$ cat src/rtl/uart_char_tx.sv
// uart_char_tx: buffered 8N1 serial character transmitter.
// A small FIFO absorbs characters from the upstream stage; a two-process
// FSM shifts each one out LSB first as start, 8 data bits and stop.
// Optional feature macro: UART_CHAR_TX_PARITY_EN inserts an even-parity
// bit between the data bits and the stop bit.
module uart_char_tx #(
  parameter int CLK_DIV    = 16,
  parameter int FIFO_DEPTH = 4
) (
  input  logic                          clk,
  input  logic                          reset_n,
  input  logic [7:0]                    char_in,
  input  logic                          char_valid,
  output logic                          char_ready,
  output logic                          tx,
  output logic                          busy,
  output logic [$clog2(FIFO_DEPTH):0]   fifo_level
);

  localparam int BW = $clog2(CLK_DIV);
  localparam int AW = $clog2(FIFO_DEPTH);
  localparam int LW = AW + 1;
  localparam logic [BW-1:0] BAUD_LAST  = BW'(CLK_DIV - 1);
  localparam logic [LW-1:0] LEVEL_FULL = LW'(FIFO_DEPTH);

  typedef enum logic [2:0] {
    IDLE   = 3'd0,
    START  = 3'd1,
    DATA   = 3'd2,
    STOP   = 3'd3
`ifdef UART_CHAR_TX_PARITY_EN
    , PARITY = 3'd4
`endif
  } state_t;

`ifdef UART_CHAR_TX_PARITY_EN
  // Even parity: the parity bit makes the total count of ones even.
  function automatic logic even_parity(input logic [7:0] data);
    return ^data;
  endfunction
`endif

  logic [7:0]    mem [FIFO_DEPTH];
  logic [AW-1:0] wr_ptr;
  logic [AW-1:0] rd_ptr;

  state_t        state;
  state_t        state_next;
  logic [BW-1:0] baud;
  logic [BW-1:0] baud_next;
  logic [2:0]    bit_idx;
  logic [2:0]    bit_next;
  logic [7:0]    shift_data;
  logic [7:0]    data_next;
  logic          tx_next;
  logic          busy_next;
  logic          push;
  logic          pop;
  logic          bit_end;

  // Ready depends only on the registered level, so a full FIFO never
  // accepts even when the shifter pops on the same edge.
  assign char_ready = (fifo_level != LEVEL_FULL);
  assign push       = char_valid && char_ready;
  assign bit_end    = (baud == BAUD_LAST);

  // Next-state, pop decision and the registered line value for the next cycle.
  always_comb begin
    state_next = state;
    baud_next  = bit_end ? {BW{1'b0}} : (baud + BW'(1));
    bit_next   = bit_idx;
    data_next  = shift_data;
    pop        = 1'b0;
    case (state)
      IDLE: begin
        baud_next = {BW{1'b0}};
        if (fifo_level != {LW{1'b0}}) begin
          pop        = 1'b1;
          data_next  = mem[rd_ptr];
          bit_next   = 3'd0;
          state_next = START;
        end else begin
          state_next = IDLE;
        end
      end
      START: begin
        if (bit_end) begin
          bit_next   = 3'd0;
          state_next = DATA;
        end else begin
          state_next = START;
        end
      end
      DATA: begin
        if (bit_end) begin
          if (bit_idx == 3'd7) begin
`ifdef UART_CHAR_TX_PARITY_EN
            state_next = PARITY;
`else
            state_next = STOP;
`endif
          end else begin
            bit_next = bit_idx + 3'd1;
          end
        end else begin
          state_next = DATA;
        end
      end
`ifdef UART_CHAR_TX_PARITY_EN
      PARITY: begin
        if (bit_end) begin
          state_next = STOP;
        end else begin
          state_next = PARITY;
        end
      end
`endif
      STOP: begin
        // Back-to-back frames: the next character is popped on the last
        // stop-bit cycle so the following start bit has no idle gap.
        if (bit_end) begin
          if (fifo_level != {LW{1'b0}}) begin
            pop        = 1'b1;
            data_next  = mem[rd_ptr];
            bit_next   = 3'd0;
            state_next = START;
          end else begin
            state_next = IDLE;
          end
        end else begin
          state_next = STOP;
        end
      end
      default: begin
        state_next = IDLE;
        baud_next  = {BW{1'b0}};
      end
    endcase

    case (state_next)
      IDLE:    tx_next = 1'b1;
      START:   tx_next = 1'b0;
      DATA:    tx_next = data_next[bit_next];
`ifdef UART_CHAR_TX_PARITY_EN
      PARITY:  tx_next = even_parity(data_next);
`endif
      STOP:    tx_next = 1'b1;
      default: tx_next = 1'b1;
    endcase
    busy_next = (state_next != IDLE);
  end

  // FSM, baud/bit counters, frame data and registered line outputs.
  always_ff @(posedge clk or negedge reset_n) begin
    if (!reset_n) begin
      state      <= IDLE;
      baud       <= {BW{1'b0}};
      bit_idx    <= 3'd0;
      shift_data <= 8'h00;
      tx         <= 1'b1;
      busy       <= 1'b0;
    end else begin
      state      <= state_next;
      baud       <= baud_next;
      bit_idx    <= bit_next;
      shift_data <= data_next;
      tx         <= tx_next;
      busy       <= busy_next;
    end
  end

  // FIFO pointers and level; power-of-two depth makes the pointers wrap.
  always_ff @(posedge clk or negedge reset_n) begin
    if (!reset_n) begin
      wr_ptr     <= {AW{1'b0}};
      rd_ptr     <= {AW{1'b0}};
      fifo_level <= {LW{1'b0}};
    end else begin
      if (push) begin
        wr_ptr <= wr_ptr + AW'(1);
      end
      if (pop) begin
        rd_ptr <= rd_ptr + AW'(1);
      end
      case ({push, pop})
        2'b10:   fifo_level <= fifo_level + LW'(1);
        2'b01:   fifo_level <= fifo_level - LW'(1);
        default: fifo_level <= fifo_level;
      endcase
    end
  end

  // FIFO storage; contents are don't-care after reset.
  always_ff @(posedge clk) begin
    if (push) begin
      mem[wr_ptr] <= char_in;
    end
  end

endmodule

$ cat config.mk
export PLATFORM = sky130hd
export DESIGN_NAME = uart_char_tx
export DESIGN_NICKNAME = d
export VERILOG_FILES = /design/src/rtl/uart_char_tx.sv
export SDC_FILE = /design/constraint.sdc
export NUM_CORES = 1
export LEC_CHECK = 0
export ABC_AREA = 1
export ABC_CLOCK_PERIOD_IN_PS = 4000
export CAP_MARGIN = 10
export CORE_MARGIN = 8
export CORE_UTILIZATION = 40
export DETAILED_ROUTE_END_ITERATION = 10
export SYNTH_ARGS = -nofsm -noshare
export SYNTH_HDL_FRONTEND = slang
export SYNTH_SLANG_ARGS = --single-unit
$ cat constraint.sdc
create_clock -name clk -period 4 [get_ports clk]
set_input_delay 1.2 -clock clk [delete_from_list [all_inputs] [get_ports clk]]
set_output_delay 1.2 -clock clk [all_outputs]
set_load 0.02 [all_outputs]
==> results.toml <==
[finish]
drive_gt1_share_pct = 8.306
seq_area_sq_mm = 0.001638
nNetsFinal = 315
multiInputGateArea_sq_um = 919.6
antenna_cells = 0
most-common-layout-cells = "72 x nand2_1, 32 x edfxtp_1, 28 x nor2_1, 26 x dfrtp_1, 24 x inv_1"
fillCellCount = 638
final_common_cell = "nand2_1"
fin_area_sq_mm = 0.003132
post-route-util_pct = 47.14
syn2layout_area_growth_pct = 16.80

[worst_setup_path]
r2r_start = "baud[0]"
arrival_ps = 1610
reg2reg_slack_ps = 1530
r2r-end = "fifo_level[2]"
required_ps = 2800
worstPathMaxFanout = 4
crit_path_end_kind = "output pin"
rr_worst_depth = 11
crit_start = "fifo_level[0]"
critPathCapture = "char_ready"
critPathKind = "flop to output pin"
startpoint_type = "flop"

[detailed_routing]
drt.antenna.violating_nets = 0
via_per_inst = 4.919
drc = 0
wl_um = 4931
wl_per_cell_um = 12.94
first_pass_iters = 4
drt_iter0_drc = 116
via_count = 1874

[synthesis]
synthDistinctLibCells = 29
synth_edf_count = 32
ys_seq_area_share_pct = 61.08
synth.avg_cell_area_sq_um = 9.858
synth_cells = 272
postSynth.asyncResetShare_pct = 45.76
synth.net_count = 291
ys_ff_latch = 59
syn_area_sq_mm = 0.002681
yosysWarnings = 0
synth_ff_type = "edfxtp_1"

[placement]
place_congestion = 0.8259
io_buffer_count = 16
dpl_worst_slack_ps = 975.8
place_hpwl_um = 3526
post_dp_cell_area_sq_mm = 0.002923

[global_routing]
grt_usage_pct = 11.57
overflow = 0
grt_pass1_wl_um = 8687
grt_max_degree = 28
antenna_found_initial = 0
grt_pass1_vias = 1876

[clock_tree]
cts.sinks = 59
insertion_delay_ps = 340
ctsResizeCount = 0
postCtsSetupRepairBufs = 0
cts_buffer_depth = 2
path_clk_slew_ps = 60
cts_buffers = 9
cts_root_buffer = "clkbuf_8"
htree_levels = 3
cts_tree = "done"
cts_hold_buf = 0

[sta]
final.period_utilization_pct = 70.33
timing.fmax_ghz = 0.3555
fin_crit_ps = 2813
finalWorstSetupSlack_ps = 1187
hold_viol = 0
setup_viol = 0
relSlewSlack_pct = 56.17
clock_skew_ps = 5.925
setup_tns_ps = 0
whs_ps = 465.8
worst_slew_pin_slew_ps = 655.1
slew_violations = 0
rsz0062_at_grt = "no"

[pwr]
switching_share_pct = 34.42
clkPwrFrac_pct = 27.1
p_leak_uw = 0.001320
combPwrFrac_pct = 30.1
switching_power_uw = 732.9
internal_power_uw = 1396
ir_worst_vdd_v = 0.0002576
p_per_area_mw_per_mm2 = 679.9
p_seq_share_pct = 42.8

[hold_path]
min_path_type = "flop to flop"

[die]
start_util_pct = 40.36
die_w_um = 97.88
core_sq_mm = 0.006644
rows = 30
ioPinCount = 17
die_h_um = 97.88
dieArea_sq_mm = 0.009580

[job]
cap_violations = 0

[run_status]
status = "complete, no violations"
## cell usage after synthesis, drive strengths merged, types with 2 or more instances
cell type	n	share of area, %
nand4	2	0.47
nand3	24	4.9
xor2	6	2.0
nor3	4	0.93
o21ai	22	4.1
o22ai	3	0.70
buf	4	0.98
a21oi	5	0.93
inv	25	3.5
dfrtp	26	24
ha	7	3.3
edfxtp	32	36
nor2	30	4.6
nand2	75	11
## logic make-up (layout without fill, tap and decap cells)
group                      Yosys count  count (layout)  synth area share [%]
DFF                                 59              59                 61.08
other                                1               1                0.1399
adders and majority gates            8               8                 4.013
AOI/OAI and AO/OA                   31              31                 5.973
and+or+nand+nor                    136             136                 21.89
xor gates and xnor gates             7               7                 2.287
buffers and inverters               30              59                 4.619
## power by group through the flow
stage,Combinational (uW),Sequential (uW),Clock (uW)
finish,641,911,578
global route,746,930,623
CTS,649,912,593
detailed placement,647,922,0
global placement,635,923,0
floorplan,459,910,0
## cell type report
type	instances	share of cell area (%)
flip-flops and latches	59	52.30
clock buffers	11	4.195
clock inverters	5	2.477
inverters	26	3.116
well taps	80	3.196
repair buffers	17	5.354
multi-input cells	183	29.36
## sequential cells by signal, summed over array words and instances, names as in the netlist
name,count
tx,1
bit_idx,3
wr_ptr,2
fifo_level,3
busy,1
baud,4
mem,32
rd_ptr,2
shift_data,8
state,3
## metal layers
| layer | track usage [%] | vias up | wire length, um |
|---|---|---|---|
| met5 | 0 | - | 0 |
| met4 | 5.755 | 0 | 87 |
| met2 | 17.86 | 29 | 2314 |
| met3 | 4.623 | 10 | 224 |
| li1 | - | 946 | - |
| met1 | 13.65 | 889 | 2305 |
## worst min path at each step
stage	start	end	slack, ps	cells after the start
after CTS	baud[0]	baud[0]	470	1
final	baud[0]	baud[0]	470	1
after global routing	baud[0]	baud[0]	490	1
after global placement	baud[0]	baud[0]	450	1
after floorplan	baud[0]	baud[0]	430	1
after detailed placement	baud[0]	baud[0]	460	1
## worst max-delay path: stages, from the launching register on
cell,delay [ps]
dfrtp_1,420
nor2_1,210
nand2_1,100
clkdlybuf4s50_1,550
## stage by stage
| stage | power [uW] | cells |
|---|---|---|
| 6_report | 2129 | 381 |
| 5_1_grt | 2299 | 381 |
| 4_1_cts | 2155 | 381 |
| 3_5_place_dp | 1569 | 365 |
| 3_3_place_gp | 1558 | 365 |
| 2_1_floorplan | 1369 | 272 |
Note: power is estimated with default switching activity, not from simulation.
